## src/rtl/mem_request_unit.sv

```systemverilog
// mem_request_unit: MEM-stage data request controller (IDLE/REQ/DONE) with LL/SC link register.
// Define LLSC_EN to enable the link register, SC-fail resolution, datomic and sc_success.
module mem_request_unit #(
   parameter int ADDR_W = 32
) (
   input  logic              CLK,
   input  logic              RST,
   input  logic              mem_dREN,
   input  logic              mem_dWEN,
   input  logic              mem_atomic,
   input  logic [ADDR_W-1:0] mem_addr,
   input  logic              mem_adv,
   input  logic              mem_flush,
   input  logic              dhit,
   input  logic              ext_inv,
   input  logic [ADDR_W-1:0] ext_inv_addr,
   output logic              dmemREN,
   output logic              dmemWEN,
   output logic              datomic,
   output logic              dmem_busy,
   output logic              sc_success
);
   typedef enum logic [1:0] {IDLE, REQ, DONE} state_t;
   state_t r_state, w_next;
   logic w_live, w_busy, w_scfail, w_done_evt, w_unused;
`ifdef LLSC_EN
   logic              r_link_valid, r_sc_success;
   logic [ADDR_W-3:0] r_link_addr;
   logic [ADDR_W-3:0] w_mem_word, w_inv_word;
   logic              w_ll_hit, w_sc_hit, w_sc_done, w_own_clr, w_inv_hit;
   assign w_mem_word = mem_addr[ADDR_W-1:2];
   assign w_inv_word = ext_inv_addr[ADDR_W-1:2];
   assign w_scfail   = mem_dWEN & mem_atomic & ~(r_link_valid & (r_link_addr == w_mem_word));
   assign w_unused   = ^{mem_addr[1:0], ext_inv_addr[1:0]};
   assign datomic    = mem_atomic & w_busy;
   assign sc_success = r_sc_success;
`else
   assign w_scfail   = 1'b0;
   assign w_unused   = ^{mem_atomic, mem_addr, ext_inv, ext_inv_addr};
   assign datomic    = 1'b0;
   assign sc_success = 1'b0;
`endif
   // Requests are combinational so they appear the cycle the instruction enters MEM.
   always_comb begin
      w_live     = ~RST & ~mem_flush & (r_state != DONE);
      dmemREN    = w_live & mem_dREN & ~w_scfail;
      dmemWEN    = w_live & mem_dWEN & ~w_scfail;
      w_busy     = dmemREN | dmemWEN;
      dmem_busy  = w_busy;
      w_done_evt = (w_busy & dhit) | (w_live & w_scfail);
      w_next     = mem_flush ? IDLE :
                   ((r_state == DONE) | w_done_evt) ? (mem_adv ? IDLE : DONE) :
                   w_busy ? REQ : IDLE;
   end
   always_ff @(posedge CLK or posedge RST)
      if (RST) r_state <= IDLE;
      else     r_state <= w_next;
`ifdef LLSC_EN
   assign w_ll_hit  = dmemREN & mem_atomic & dhit;
   assign w_sc_hit  = dmemWEN & mem_atomic & dhit;
   assign w_sc_done = w_sc_hit | (w_live & w_scfail);
   assign w_own_clr = dmemWEN & ~mem_atomic & dhit & (w_mem_word == r_link_addr);
   // A snoop of the address being linked this cycle beats the LL itself.
   assign w_inv_hit = ext_inv & (w_inv_word == (w_ll_hit ? w_mem_word : r_link_addr));
   always_ff @(posedge CLK or posedge RST)
      if (RST) begin
         r_link_valid <= 1'b0;
         r_link_addr  <= '0;
         r_sc_success <= 1'b0;
      end else begin
         r_link_valid <= w_ll_hit ? ~w_inv_hit : r_link_valid & ~(w_sc_done | w_own_clr | w_inv_hit);
         if (w_ll_hit) r_link_addr <= w_mem_word;
         r_sc_success <= w_sc_hit | (r_sc_success & (r_state == DONE) & ~mem_adv & ~mem_flush);
      end
`endif
endmodule

```

## config.mk

```make
export PLATFORM = sky130hd
export DESIGN_NAME = mem_request_unit
export DESIGN_NICKNAME = d
export VERILOG_FILES = /design/src/rtl/mem_request_unit.sv
export SDC_FILE = /design/constraint.sdc
export NUM_CORES = 1
export LEC_CHECK = 0
export ABC_AREA = 1
export BUFFER_PORTS_ARGS = -buffer_cell sky130_fd_sc_hd__buf_2
export CORE_AREA = 2 2 39 41
export DETAILED_ROUTE_END_ITERATION = 10
export DIE_AREA = 0 0 41 43
export GPL_ROUTABILITY_DRIVEN = 0
export GPL_TIMING_DRIVEN = 0
export PLACE_DENSITY = 0.71
export SETUP_SLACK_MARGIN = 0.5
export SYNTH_ARGS = -nofsm -noshare
export SYNTH_HDL_FRONTEND = slang
export SYNTH_SLANG_ARGS = --single-unit
```

## constraint.sdc

```tcl
create_clock -name CLK -period 2.1 [get_ports CLK]
set_input_delay 0 -clock CLK [delete_from_list [all_inputs] [get_ports CLK]]
set_output_delay 0 -clock CLK [all_outputs]
set_load 0.05 [all_outputs]
```

=== Yosys cells after proc, flatten, opt, wreduce, memory -nomap -nowiden ===
Cells that the tools add are included.

* Eq/ne operators: 2
* Multiplexer cells: 4
* Bitwise logic cells: 9

{| class="wikitable"
|+ Operator list
! kind !! count
|-
| 2-bit two-way mux || 3
|-
| 1-bit AND || 5
|-
| 2-bit equality test, second input constant || 1
|-
| 2-bit != test, second input constant || 1
|-
| 1-bit inverter || 2
|-
| 1-bit bitwise OR || 2
|-
| 1-bit two-way mux || 1
|}

* Output and inout bits: 5
* Flip-flop bits (word level): 2
* Word-level logic and storage cells: 16

=== Logic depth before layout (Yosys ltp) ===
* Depth in word-level cells: 9
* Gate-level depth with buffers: 6
* Depth with buffers taken out: 6

=== Worst setup path after synthesis ===
OpenSTA, ideal clock, no wires.

* Path kind: register -> register
* Start point: register r_state[0]
* End point: register r_state[0]
* Arrival: 1.003 ns
* Slack: 0.976 ns
* Library setup time: 0.121 ns
* Clock period less this slack: 1.124 ns
* Data required time: 1.979 ns
* Stages on the path, launching flop included: 6
* Cell sequence: dfrtp_1 -> inv_1 -> nand2_2 -> nand3_1 -> nand2_2 -> and3b_2

* Cells in the longest elaborated chain, start to end: 8
* Elaborated cells between the ends (all ways): 11
* Those cells by class: 2 x eq/ne; 3 x mux; 6 x bitwise

{| class="wikitable"
|+ RTL lines
! what !! line !! text
|-
| start, declared || 24 || <nowiki>state_t r_state, w_next;</nowiki>
|-
| start signal, assigned || 57 || <nowiki>else r_state <= w_next;</nowiki>
|-
| 2-bit != test (*) || 45 || <nowiki>w_live = ~RST & ~mem_flush & (r_state != DONE);</nowiki>
|-
| 1-bit AND (*) || 45 ||
|-
| 1-bit AND, on equally long branches || 46, 47 ||
|-
| 1-bit bitwise OR (*) || 48 || <nowiki>w_busy = dmemREN | dmemWEN;</nowiki>
|-
| named net dmem_busy || 20 || <nowiki>output logic dmem_busy,</nowiki>
|-
| 1-bit AND || 50 || <nowiki>w_done_evt = (w_busy & dhit) | (w_live & w_scfail);</nowiki>
|-
| 1-bit bitwise OR || 52 || <nowiki>((r_state == DONE) | w_done_evt) ? (mem_adv ? IDLE : DONE) :</nowiki>
|-
| 2-bit two-way mux (*) || 52 ||
|-
| 2-bit two-way mux (*) || 51 || <nowiki>w_next = mem_flush ? IDLE :</nowiki>
|-
| named net w_next[0] || 24 ||
|}

Mark *: on every way through the listed nets, which the timed path passes. The rest lies on a longest branch.

=== Worst setup path in the final report ===
* Start point: input port RST
* End point: output port dmem_busy

* Cells in the longest elaborated chain, start to end: 5
* Elaborated cells between the ends (all ways): 6
* Those cells by class: 6 x bitwise

{| class="wikitable"
|+ RTL lines
! what !! line !! text
|-
| start, declared || 7 || <nowiki>input logic RST,</nowiki>
|-
| 1-bit inverter (*) || 45 ||
|-
| 1-bit AND (*) (2 in series) || 45 ||
|-
| 1-bit AND, on equally long branches || 46, 47 ||
|-
| 1-bit bitwise OR (*) || 48 ||
|-
| end, declared || 20 ||
|}

Every way passes the cells marked *; elsewhere a longest branch is shown, timed or not.

==> results.ini <==
[status]
status=completed

[placement]
place.port_buffers=9
place_ws_ns=1.13

[critical_path]
cpLargestDelayFamily=buffers and inverters
critical_path.cell_chain=dlygate4sd3_1 > buf_2 > nor2_2 > nand3_1 > nand2_2 > buf_2
start_kind=primary input
r2r_slack_ns=1.13
crit_buf_inv=3
cp.arrival_ns=1.24
path_depth=6
critPathSlowestCell=dlygate4sd3_1
cp_data_required_time_ns=2.10
r2r_cells=5
crit_type=primary input to output port
cp_max_fo=3
crit_path_max_incr_delay_ns=0.53
cpMostUsedCell=buf_2
critPathCaptureType=output port

[worst_hold_path]
hold_path.class=primary input to flip-flop
hold_depth=3

[timing]
finalSetupViolCount=0
final-hold-violation-count=0
fmax_mhz=810
timing.final.ws_setup_ns=0.865
post-route-min-period_ns=1.24
finalSetupTns_ns=0
slew_violations=0
post-route-period-util_pct=58.8
rsz0062_at_grt=no
skew_ns=0.000688

[power_and_ir_drop]
p_clk_share_pct=50.7
netSwitchingFraction_pct=30.3
p_per_area_mw_per_mm2=674
p_sw_mw=0.0513
ir_drop_v=0.0000932
seq_power_share_pct=23.9
p_leak_nw=0.154
cellInternalPower_mw=0.118
pwr-share-comb_pct=25.3

[cts]
cts_hold_buf=2
cts_num_sinks=2
cts_buffers=3
cts_tree=yes
cts_resized=0
cts_root_buf=clkbuf_4
clk_latency_ns=0.23
cts_setup_buffers=0
max-clock-path-buffers=2
cts_max_level=1
clk_pin_slew_ns=0.03

[route]
via_per_inst=3.08
drtPass1Iterations=1
wl_um=330
drc=0
drt_iter0_drc=0
wl_per_cell_um=6.73
antenna_left=0
vias=151

[synthesis]
yosys-top-cells-count=4 x inv_1, 3 x nand2_2, 2 x buf_4, 2 x dfrtp_1, 2 x nand3_1
synth_ff_type=dfrtp_1
yosysMostFrequentCell=inv_1
seq_area_frac_synth_pct=35.7
post_synth_inst_count=18
async_flop_share_pct=100
synth_area_leaders=dfrtp_1 36%, nand2_2 13%, buf_4 11%
synth_area_um2=140
ys_ff_latch=2
synth_cell_types=10
synth_top_area_share_pct=35.7
synth_edf_count=0
syn-mean-instance-area_um2=7.79
synth_top_area_cell=dfrtp_1
yosysWarnings=0

[floorplan]
initial_core_util_pct=10.1
io_pins=78
die_y_um=43
core_mm2=0.00138
die-area_mm2=0.00176
rows=14
fp.dieW_um=41

[global_routing]
grt_antenna_before_repair=0
overflow=0
track_usage_pct=4.40
grt_pass1_wl_um=455
grt_pass1_vias=163
grt_max_degree=5

[cells_and_area]
largest_reg_flops=2
multi_input_area_um2=63.8
syn_to_final_growth_pct=79.5
regMostFlops=r_state
postLayoutCoreUtil_pct=18.2
nets=108
nFillCells=154
ff_latch_area_um2=50.0
top_regs=r_state x2
drive_gt1_share_pct=60.6
diodes=0

[job]
cap_violations=0

metrics by stage:
stage | area [um2] | hold WS [ns] | std cells | total power [mW]
after floorplan | 144 | -0.259 | 19 | 0.0707
after global placement | 209 | -0.133 | 44 | 0.0806
after detailed placement | 209 | -0.127 | 44 | 0.0810
after CTS | 251 | 0.0185 | 49 | 0.173
after global routing | 251 | 0.0275 | 49 | 0.181
final | 251 | 0.0235 | 49 | 0.169
power groups by stage:
stage	Combinational, mW	Sequential (mW)	Clock, mW
4_1_cts	0.0429	0.0406	0.0895
5_1_grt	0.0461	0.0408	0.0943
2_1_floorplan	0.0298	0.0409	0
3_3_place_gp	0.0396	0.0410	0
6_report	0.0429	0.0406	0.0859
3_5_place_dp	0.0400	0.0410	0
path summary, 6_finish.rpt:
| check | start | to |
|---|---|---|
| setup / recovery | RST | dmem_busy |
| hold reg to reg | r_state[0]$_DFF_PP0_ | r_state[1]$_DFF_PP0_ |
| setup reg to reg | r_state[0]$_DFF_PP0_ | r_state[0]$_DFF_PP0_ |
| min in group asynchronous | RST | r_state[1]$_DFF_PP0_ |
| max in group asynchronous | RST | r_state[0]$_DFF_PP0_ |
| hold / removal | dhit | r_state[1]$_DFF_PP0_ |
layout make-up:
| class | instances | share of cell area, % |
|---|---|---|
| Clock buffer | 3 | 8.96 |
| Multi-Input combinational cell | 11 | 25.4 |
| Inverter | 4 | 5.97 |
| Sequential cell | 2 | 19.9 |
| Buffer | 2 | 5.97 |
| Tap cell | 16 | 7.96 |
| Timing Repair Buffer | 11 | 25.9 |
routing by layer:
layer	vias to the layer above	track usage, %	share of wire, %
met4	0	8.00	0
met1	68	2.53	34
met2	4	6.56	58
li1	79	-	-
met3	0	1.57	7.9
met5	-	0	0
worst reg2reg max path: stages (launching register included):
cell and delay (ns):
dfrtp_1 0.35, inv_1 0.06, nand2_2 0.07, nand3_1 0.10, nand2_2 0.08, and3b_2 0.19
layout by cell type (no fill, tap or decap):
cell type      Yosys  routed
and3b_2            1       1
inv_1              4       4
buf_2              0       9
a21oi_1            1       1
conb_1             1       2
nor2_2             1       1
dfrtp_1            2       2
clkbuf_4           0       3
nand3_1            2       2
nand2_2            3       3
buf_4              2       2
or2_2              1       1
dlygate4sd3_1      0       2
logic make-up after synthesis:
kind of cell	Yosys count	share of synthesized area, %
simple gates	8	36.6
buf+inv	6	21.4
flops	2	35.7
compound gates	1	3.57
other cells	1	2.68
Note: power is estimated with default switching activity, not from simulation.
